## src/rtl/pwm_timebase_ctrl_if.sv

```systemverilog
// Connection bundle between the PWM register file and the timebase/update
// sequencer: timebase controls and staged channel values go in, the period
// count, qualifiers and active channel registers come back out.
interface pwm_timebase_ctrl_if #(
    parameter int PWM_NUM    = 8,
    parameter int APB_DWIDTH = 8
);
    logic                             timebase_en;
    logic [APB_DWIDTH-1:0]            prescale_reg;
    logic [APB_DWIDTH-1:0]            period_reg;
    logic                             update_mode;
    logic                             sync_update_req;
    logic [PWM_NUM-1:0]               stg_enable;
    logic [PWM_NUM*APB_DWIDTH-1:0]    stg_posedge;
    logic [PWM_NUM*APB_DWIDTH-1:0]    stg_negedge;

    logic [APB_DWIDTH-1:0]            period_cnt;
    logic                             sync_pulse;
    logic                             period_end;
    logic [PWM_NUM-1:0]               pwm_enable_reg;
    logic [PWM_NUM*APB_DWIDTH-1:0]    pwm_posedge_reg;
    logic [PWM_NUM*APB_DWIDTH-1:0]    pwm_negedge_reg;
    logic                             update_pending;

    // Register file side
    modport master (
        output timebase_en, prescale_reg, period_reg, update_mode,
               sync_update_req, stg_enable, stg_posedge, stg_negedge,
        input  period_cnt, sync_pulse, period_end, pwm_enable_reg,
               pwm_posedge_reg, pwm_negedge_reg, update_pending
    );

    // Timebase controller side
    modport slave (
        input  timebase_en, prescale_reg, period_reg, update_mode,
               sync_update_req, stg_enable, stg_posedge, stg_negedge,
        output period_cnt, sync_pulse, period_end, pwm_enable_reg,
               pwm_posedge_reg, pwm_negedge_reg, update_pending
    );
endinterface

```

## src/rtl/pwm_timebase_ctrl.sv

```systemverilog
// PWM timebase and register-update sequencer. Generates the prescaled
// sync_pulse and the free-running period counter, and owns the active copies
// of the channel enable/edge registers, loading them from the staged values
// either every cycle or only at a period boundary so duty changes never glitch.
module pwm_timebase_ctrl #(
    parameter int PWM_NUM    = 8,
    parameter int APB_DWIDTH = 8
) (
    input  logic                 PCLK,
    input  logic                 PRESETN,
    pwm_timebase_ctrl_if.slave   bus
);
    localparam logic [APB_DWIDTH-1:0] CNT_ZERO = {APB_DWIDTH{1'b0}};
    localparam logic [APB_DWIDTH-1:0] CNT_ONE  = {{(APB_DWIDTH-1){1'b0}}, 1'b1};

    typedef enum logic {
        ST_STOPPED = 1'b0,
        ST_RUNNING = 1'b1
    } tb_state_t;

    tb_state_t                     state_r;
    tb_state_t                     state_nxt_s;
    logic                          run_s;
    logic                          stopped_s;
    logic                          period_end_s;
    logic                          load_s;
    logic                          pending_nxt_s;

    logic [APB_DWIDTH-1:0]         prescale_cnt_r;
    logic [APB_DWIDTH-1:0]         period_cnt_r;
    logic                          sync_pulse_r;
    logic                          update_pending_r;
    logic [PWM_NUM-1:0]            enable_r;
    logic [PWM_NUM*APB_DWIDTH-1:0] posedge_r;
    logic [PWM_NUM*APB_DWIDTH-1:0] negedge_r;

    // Timebase state register: RUNNING tracks timebase_en one edge late
    always_ff @(posedge PCLK or negedge PRESETN) begin
        if (!PRESETN) begin
            state_r <= ST_STOPPED;
        end else begin
            state_r <= state_nxt_s;
        end
    end

    // Next state plus run/stop qualifiers; dropping the enable stops the counters on the very next edge
    always_comb begin
        state_nxt_s = ST_STOPPED;
        run_s       = 1'b0;
        stopped_s   = 1'b1;
        case (state_r)
            ST_STOPPED: begin
                if (bus.timebase_en) begin
                    state_nxt_s = ST_RUNNING;
                end else begin
                    state_nxt_s = ST_STOPPED;
                end
            end
            ST_RUNNING: begin
                if (bus.timebase_en) begin
                    state_nxt_s = ST_RUNNING;
                    run_s       = 1'b1;
                    stopped_s   = 1'b0;
                end else begin
                    state_nxt_s = ST_STOPPED;
                end
            end
            default: begin
                state_nxt_s = ST_STOPPED;
            end
        endcase
    end

    // Prescaler; ">=" lets the count recover when prescale_reg is lowered under it
    always_ff @(posedge PCLK or negedge PRESETN) begin
        if (!PRESETN) begin
            prescale_cnt_r <= CNT_ZERO;
            sync_pulse_r   <= 1'b0;
        end else if (!run_s) begin
            prescale_cnt_r <= CNT_ZERO;
            sync_pulse_r   <= 1'b0;
        end else if (prescale_cnt_r >= bus.prescale_reg) begin
            prescale_cnt_r <= CNT_ZERO;
            sync_pulse_r   <= 1'b1;
        end else begin
            prescale_cnt_r <= prescale_cnt_r + CNT_ONE;
            sync_pulse_r   <= 1'b0;
        end
    end

    // Period counter advances after each sync so it is stable while sync_pulse is high
    always_ff @(posedge PCLK or negedge PRESETN) begin
        if (!PRESETN) begin
            period_cnt_r <= CNT_ZERO;
        end else if (!run_s) begin
            period_cnt_r <= CNT_ZERO;
        end else if (sync_pulse_r) begin
            if (period_cnt_r >= bus.period_reg) begin
                period_cnt_r <= CNT_ZERO;
            end else begin
                period_cnt_r <= period_cnt_r + CNT_ONE;
            end
        end else begin
            period_cnt_r <= period_cnt_r;
        end
    end

    assign period_end_s = sync_pulse_r & (period_cnt_r >= bus.period_reg);

    // Load decision: immediate mode copies every edge; synchronized mode waits for period end or stop
    always_comb begin
        load_s        = 1'b0;
        pending_nxt_s = 1'b0;
        if (bus.update_mode) begin
            load_s = (update_pending_r | bus.sync_update_req) & (period_end_s | stopped_s);
            if (load_s) begin
                pending_nxt_s = 1'b0;
            end else begin
                pending_nxt_s = update_pending_r | bus.sync_update_req;
            end
        end else begin
            load_s        = 1'b1;
            pending_nxt_s = 1'b0;
        end
    end

    // Pending flag; repeated requests simply keep it set
    always_ff @(posedge PCLK or negedge PRESETN) begin
        if (!PRESETN) begin
            update_pending_r <= 1'b0;
        end else begin
            update_pending_r <= pending_nxt_s;
        end
    end

    // Active channel registers take the staged values only on a load edge
    always_ff @(posedge PCLK or negedge PRESETN) begin
        if (!PRESETN) begin
            enable_r  <= {PWM_NUM{1'b0}};
            posedge_r <= {(PWM_NUM*APB_DWIDTH){1'b0}};
            negedge_r <= {(PWM_NUM*APB_DWIDTH){1'b0}};
        end else if (load_s) begin
            enable_r  <= bus.stg_enable;
            posedge_r <= bus.stg_posedge;
            negedge_r <= bus.stg_negedge;
        end else begin
            enable_r  <= enable_r;
            posedge_r <= posedge_r;
            negedge_r <= negedge_r;
        end
    end

    assign bus.period_cnt      = period_cnt_r;
    assign bus.sync_pulse      = sync_pulse_r;
    assign bus.period_end      = period_end_s;
    assign bus.pwm_enable_reg  = enable_r;
    assign bus.pwm_posedge_reg = posedge_r;
    assign bus.pwm_negedge_reg = negedge_r;
    assign bus.update_pending  = update_pending_r;

endmodule

```

## src/flat_wrapper.sv

```systemverilog
// flat-port wrapper written by rule: the top's interface ports become plain ports
module pwm_timebase_ctrl_flat 
#(
    parameter int PWM_NUM    = 8,
    parameter int APB_DWIDTH = 8
)
  (PCLK, PRESETN, bus_timebase_en, bus_prescale_reg, bus_period_reg, bus_update_mode, bus_sync_update_req, bus_stg_enable, bus_stg_posedge, bus_stg_negedge, bus_period_cnt, bus_sync_pulse, bus_period_end, bus_pwm_enable_reg, bus_pwm_posedge_reg, bus_pwm_negedge_reg, bus_update_pending);
  pwm_timebase_ctrl_if #(.PWM_NUM(PWM_NUM), .APB_DWIDTH(APB_DWIDTH)) bus_i ();
  input  logic PCLK;
  input  logic PRESETN;
  input wire logic [$bits(bus_i.timebase_en)-1:0] bus_timebase_en;
  input wire logic [$bits(bus_i.prescale_reg)-1:0] bus_prescale_reg;
  input wire logic [$bits(bus_i.period_reg)-1:0] bus_period_reg;
  input wire logic [$bits(bus_i.update_mode)-1:0] bus_update_mode;
  input wire logic [$bits(bus_i.sync_update_req)-1:0] bus_sync_update_req;
  input wire logic [$bits(bus_i.stg_enable)-1:0] bus_stg_enable;
  input wire logic [$bits(bus_i.stg_posedge)-1:0] bus_stg_posedge;
  input wire logic [$bits(bus_i.stg_negedge)-1:0] bus_stg_negedge;
  output wire logic [$bits(bus_i.period_cnt)-1:0] bus_period_cnt;
  output wire logic [$bits(bus_i.sync_pulse)-1:0] bus_sync_pulse;
  output wire logic [$bits(bus_i.period_end)-1:0] bus_period_end;
  output wire logic [$bits(bus_i.pwm_enable_reg)-1:0] bus_pwm_enable_reg;
  output wire logic [$bits(bus_i.pwm_posedge_reg)-1:0] bus_pwm_posedge_reg;
  output wire logic [$bits(bus_i.pwm_negedge_reg)-1:0] bus_pwm_negedge_reg;
  output wire logic [$bits(bus_i.update_pending)-1:0] bus_update_pending;
  assign bus_i.timebase_en = bus_timebase_en;
  assign bus_i.prescale_reg = bus_prescale_reg;
  assign bus_i.period_reg = bus_period_reg;
  assign bus_i.update_mode = bus_update_mode;
  assign bus_i.sync_update_req = bus_sync_update_req;
  assign bus_i.stg_enable = bus_stg_enable;
  assign bus_i.stg_posedge = bus_stg_posedge;
  assign bus_i.stg_negedge = bus_stg_negedge;
  assign bus_period_cnt = bus_i.period_cnt;
  assign bus_sync_pulse = bus_i.sync_pulse;
  assign bus_period_end = bus_i.period_end;
  assign bus_pwm_enable_reg = bus_i.pwm_enable_reg;
  assign bus_pwm_posedge_reg = bus_i.pwm_posedge_reg;
  assign bus_pwm_negedge_reg = bus_i.pwm_negedge_reg;
  assign bus_update_pending = bus_i.update_pending;
  pwm_timebase_ctrl #(.PWM_NUM(PWM_NUM), .APB_DWIDTH(APB_DWIDTH)) u_core (.PCLK(PCLK), .PRESETN(PRESETN), .bus(bus_i));
endmodule
```

## config.mk

```make
export PLATFORM = sky130hd
export DESIGN_NAME = pwm_timebase_ctrl_flat
export DESIGN_NICKNAME = d
export VERILOG_FILES = /design/src/rtl/pwm_timebase_ctrl_if.sv /design/src/rtl/pwm_timebase_ctrl.sv /design/src/flat_wrapper.sv
export SDC_FILE = /design/constraint.sdc
export NUM_CORES = 1
export LEC_CHECK = 0
export CAP_MARGIN = 20
export CORE_MARGIN = 5
export CORE_UTILIZATION = 55
export CTS_BUF_LIST = sky130_fd_sc_hd__clkbuf_16
export CTS_CLUSTER_SIZE = 20
export DETAILED_ROUTE_END_ITERATION = 8
export DONT_BUFFER_PORTS = 1
export GPL_ROUTABILITY_DRIVEN = 0
export PLACE_DENSITY = 0.7
export SETUP_SLACK_MARGIN = 0.4
export SYNTH_ARGS = -nofsm -noshare
export SYNTH_HDL_FRONTEND = slang
export SYNTH_SLANG_ARGS = --single-unit
```

## constraint.sdc

```tcl
create_clock -name PCLK -period 3 [get_ports PCLK]
set_clock_uncertainty 0.1 [all_clocks]
set_input_delay 0 -clock PCLK [delete_from_list [all_inputs] [get_ports PCLK]]
set_output_delay 0 -clock PCLK [all_outputs]
set_load 0.05 [all_outputs]
```

* Word-level counts from Yosys, hierarchy flattened
Index checks and enable logic that the tools add are counted.
** Storage, ports and cells
- Register bits :: 155
- Output and inout bits :: 147
** Cells by class
- $add $sub $neg :: 2
- Equal/unequal tests :: 1
- Bitwise operators :: 4
- Order comparisons :: 2
- Multiplexer cells :: 14
** Operators with widths (number)
- two-way mux 8 bit :: 5
- adder 8 x 1 -> 8 bit, second input constant :: 2
- >= comparator 8 bit :: 2
- two-way mux 1 bit :: 9
- bitwise AND 1 bit :: 2
- inequality test 2 bit, second input constant :: 1
- bitwise OR 1 bit :: 2

* Longest topological paths before layout
- Word-level depth :: 6
- Gate-level depth with buffers :: 10
- Depth with buffers taken out :: 7

* Worst setup path after synthesis
No wires, ideal clock.
- Path type :: register to register
- Start point :: register u_core.period_cnt_r[1] (netlist: u_core.bus.period_cnt[1])
- End point :: register u_core.update_pending_r (netlist: u_core.bus.update_pending)
- Library setup time :: 0.102 ns
- Slack :: 0.276 ns
- Stages on the path, launching flop included :: 8
- Data required time :: 2.798 ns
- Arrival :: 2.521 ns
- Period minus slack after synthesis :: 2.724 ns
- Cells stage by stage :: dfrtp_1 > ha_1 > nor2b_1 > o211a_1 > o311a_1 > buf_2 > o21a_1 > nor4_1
** On the way
- Cells in the longest elaborated chain, start to end :: 6
** RTL lines
- start, declared :: RTL line pwm_timebase_ctrl.sv:30 : logic [APB_DWIDTH-1:0] period_cnt_r;
- start signal, assigned :: RTL line pwm_timebase_ctrl.sv:101 : period_cnt_r <= period_cnt_r + CNT_ONE;
- start signal, assigned :: RTL line pwm_timebase_ctrl.sv:104 : period_cnt_r <= period_cnt_r;
- >= comparator 8 bit :: RTL line pwm_timebase_ctrl.sv:108 : assign period_end_s = sync_pulse_r & (period_cnt_r >= bus.period_reg);
- bitwise AND 1 bit :: RTL line pwm_timebase_ctrl.sv:108
- net bus_period_end :: RTL line flat_wrapper.sv:21 : output wire logic [$bits(bus_i.period_end)-1:0] bus_period_end;
- bitwise OR 1 bit :: RTL line pwm_timebase_ctrl.sv:115 : load_s = (update_pending_r | bus.sync_update_req) & (period_end_s | stopped_s);
- bitwise AND 1 bit :: RTL line pwm_timebase_ctrl.sv:115
- two-way mux 1 bit :: RTL line pwm_timebase_ctrl.sv:116 : if (load_s) begin
- two-way mux 1 bit :: RTL line pwm_timebase_ctrl.sv:114 : if (bus.update_mode) begin
- net u_core.pending_nxt_s :: RTL line pwm_timebase_ctrl.sv:27 : logic pending_nxt_s;
- end signal, assigned :: RTL line pwm_timebase_ctrl.sv:132 : update_pending_r <= pending_nxt_s;
- end, declared :: RTL line pwm_timebase_ctrl.sv:32 : logic update_pending_r;
The timed path passes the listed nets, and every way through them passes these cells.
A chain may end at the register's enable or synchronous reset.

* Worst setup path after layout
- Start point :: register u_core.period_cnt_r[7] (netlist: u_core.bus.period_cnt[7])
- End point :: register u_core.negedge_r[5] (netlist: u_core.bus.pwm_negedge_reg[5])
** On the way
- Cells in the longest elaborated chain, start to end :: 5
** RTL lines
- >= comparator 8 bit :: RTL line pwm_timebase_ctrl.sv:108
- bitwise AND 1 bit :: RTL line pwm_timebase_ctrl.sv:108
- bitwise OR 1 bit :: RTL line pwm_timebase_ctrl.sv:115
- bitwise AND 1 bit :: RTL line pwm_timebase_ctrl.sv:115
- two-way mux 1 bit :: RTL line pwm_timebase_ctrl.sv:114
- end signal, assigned :: RTL line pwm_timebase_ctrl.sv:141 : negedge_r <= {(PWM_NUM*APB_DWIDTH){1'b0}};
- end signal, assigned :: RTL line pwm_timebase_ctrl.sv:145 : negedge_r <= bus.stg_negedge;
- end signal, assigned :: RTL line pwm_timebase_ctrl.sv:149 : negedge_r <= negedge_r;
- end, declared :: RTL line pwm_timebase_ctrl.sv:35 : logic [PWM_NUM*APB_DWIDTH-1:0] negedge_r;
No other way between the ends.

==> impl_metrics.csv <==
group,metric,value,unit
floorplan,coreArea,13900,um2
synthesis,synth_top_area_share,49.7,%
critical_path,worstPathCellList,"ha_1 > a21oi_1 > nand3_2 > or3_2 > o211ai_1 > o31ai_2",
synthesis,yosysSeqAreaShare,49.7,%
timing,tightest_slew,0.878,ns
cts,cts_root_buffer,"clkbuf_16",
timing,fmax,396,MHz
critical_path,required,3.17,ns
final_layout,layout-drive-gt1-share,12.8,%
grt,antenna_found_initial,1,
grt,grt_first_pass_wirelength,36.5,mm
synthesis,avgSynthCellArea,10.3,um2
timing,slew_headroom,41.5,%
synthesis,yosysTopAreaCell,"dfrtp_1",
drt,viasPerCell,6.23,
critical_path,crit_fanout,19,
final_layout,fill_cells,919,
floorplan,die_h,129,um
synthesis,yosysWarnings,0,
final_layout,nNetsFinal,1053,
timing,fin_crit,2.53,ns
critical_path,path_buf_inv,0,
placed_design,port_buffers,0,
timing,finalCritPeriodShare,84.3,%
critical_path,r2r-start,"u_core.bus.period_cnt[7]",
grt,grt_max_degree,156,
synthesis,synth_commonest_cells,"155 x dfrtp_1, 155 x inv_1, 136 x o211ai_1",
final_layout,fin_util,72.3,%
critical_path,crit_path_start,"u_core.bus.period_cnt[7]",
synthesis,postSynth.asyncResetShare,100,%
run_status,status,"finished, violations left",
pwr,p_per_area,589,nW/um2
cts,hold_buffers,142,
cts,h-tree-depth,4,
synthesis,synthTopCellsByArea,"dfrtp_1 50%, o211ai_1 13%, o31ai_1 9.2%",
critical_path,cp_data_arrival_time,2.70,ns
drt,drc_errors,0,
drt,wirelength,24.4,mm
grt,grt_pass1_vias,6666,
run_status,failed_checks,"hold timing",
grt,grt_usage,27.9,%
critical_path,critPathTopFamily,"simple AND/OR/NAND/NOR gates",
placed_design,dpl.hpwl,13.9,mm
synthesis,syn_inst,760,
synthesis,synth_area,7810,um2
drt,drtPass1Iterations,5,
synthesis,synth_edf_count,0,
cts,cts_buffer_depth,2,
critical_path,worst_path_largest_cell_delay,0.76,ns
pwr,ir_drop,0.427,mV
timing,finalSetupTns,0,ns
synthesis,synthDistinctLibCells,41,
critical_path,crit_path_top_delay_cell,"or3_2",
drt,wl_per_cell,22.8,um
critical_path,path_class,"reg2reg",
timing,setup_viol,0,
final_layout,areaGrowthSynthToFinish,28.6,%
drt,drt-initial-drc-count,519,
pwr,p_leak,0.00445,uW
cts,clk_latency,0.42,ns
floorplan,pin_count,304,
grt,grt_overflow,0,
critical_path,cp-end-kind,"flip-flop",
floorplan,initial_utilization,56.3,%
job,maxCapViolCount,0,
floorplan,die_w,129,um
synthesis,synthesis.nets,935,
cts,clk_pin_slew,0.06,ns
worst_hold_path,worst_hold_path_type,"in2async",
cts,cts_tree,"built",
synthesis,dominantRegCellSynth,"dfrtp_1",
floorplan,rows,43,
timing,hold_ws,-0.833,ns
floorplan,die-area,16700,um2
cts,cts_buffers,17,
timing,final_max_slew_viol_count,0,
timing,rsz0062_at_grt,"no",
synthesis,synth-seq-cells,155,
drt,final_antenna_net_count,0,
timing,finalHoldViolations,155,
cts,cts.sinks,155,
critical_path,cp-start-kind,"flip-flop",
drt,vias,6677,
==> final timing paths <==
path / to / slack, ns / cells after the start
max: u_core.bus.pwm_negedge_reg[5] / 0.47 / 6
min: u_core.bus.pwm_negedge_reg[48] / -0.83 / 0
max reg2reg: u_core.bus.pwm_negedge_reg[5] / 0.47 / 6
min reg2reg: u_core.prescale_cnt_r[0] / 0.42 / 1
max in group asynchronous: u_core.bus.period_cnt[1] / 3.44 / 0
min in group PCLK: u_core.bus.pwm_negedge_reg[16] / 0.02 / 4
==> power breakdown <==
group          total (uW)  switching (uW)  internal (uW)
Sequential           3210             924           2280
Clock                1970             851           1120
Combinational         734             395            340
Total                5920            2170           3750
==> logic make-up (layout without fill, tap and decap cells) <==
group | count (synthesis) | after routing | share of synthesized area, %
AO/OA/AOI/OAI | 295 | 296 | 31.1
XOR/XNOR | 9 | 9 | 1.01
adder cells (fa/ha/maj) | 18 | 18 | 2.88
buffers and inverters | 230 | 358 | 11.9
flip-flops | 155 | 155 | 49.7
multiplexers | 1 | 1 | 0.128
other | 0 | 1 | 0
AND/OR/NAND/NOR | 52 | 54 | 3.36
==> routing by layer <==
layer | share of wire [%] | track usage, %
met4 | 3.2 | 11.6
met3 | 9.7 | 9.40
met2 | 50 | 45.6
met5 | 0 | 0
met1 | 37 | 33.9
==> timing repair <==
| item | CTS | global route |
|---|---|---|
| cloned | 1 | 3 |
| pin swaps | 1 | 5 |
| setup endpoints to repair | 1 | 92 |
| gates resized for setup | 1 | 4 |
| buffers inserted | 3 | 4 |
| hold endpoints to repair | 299 | 155 |
==> placed cells by master, fill, tap and decap left out, types with 2 or more instances in the layout <==
cell | Yosys | final
o31ai_1 | 96 | 96
nand3_1 | 10 | 9
nor2_1 | 16 | 15
o211ai_1 | 136 | 136
nor3_1 | 3 | 3
clkinv_2 | 0 | 4
a22o_1 | 2 | 2
o31ai_2 | 40 | 40
buf_4 | 1 | 22
or3_2 | 0 | 2
inv_1 | 155 | 157
xnor2_1 | 3 | 3
a21oi_1 | 5 | 5
clkbuf_16 | 0 | 18
dfrtp_1 | 155 | 154
a31oi_1 | 2 | 2
nand2b_1 | 3 | 3
xor2_1 | 6 | 6
a31o_2 | 2 | 2
ha_1 | 18 | 18
inv_6 | 0 | 2
buf_12 | 0 | 5
clkinvlp_4 | 0 | 2
and3_1 | 5 | 5
clkinv_1 | 0 | 2
dlygate4sd3_1 | 0 | 142
o21ai_0 | 2 | 2
nand4_1 | 2 | 2
nand2_1 | 5 | 5
==> per-stage QoR <==
stage               total power [uW]  instances  area, um2  hold slack, ns  worst slack (ns)
finish                          5920       1072      10000          -0.833             0.472
global route                    6130       1072      10000          -0.847             0.407
CTS                             5910       1064       9950          -0.846             0.446
detailed placement              3790        886       7950          -0.391             0.484
global placement                3760        886       7950          -0.392             0.544
floorplan                       3630        760       7810          -0.396             0.406
==> area by class of cell <==
class,instances,area (um2),share of cell area [%]
clock buffers,17,425,4.24
diodes,1,2.50,0.0249
flip-flops and latches,155,3880,38.6
well taps,180,225,2.24
clock inverters,15,110,1.10
multi-input cells,378,3070,30.6
repair buffers,171,1740,17.3
inverters,155,584,5.82
Power figures use the tool's default switching activity.
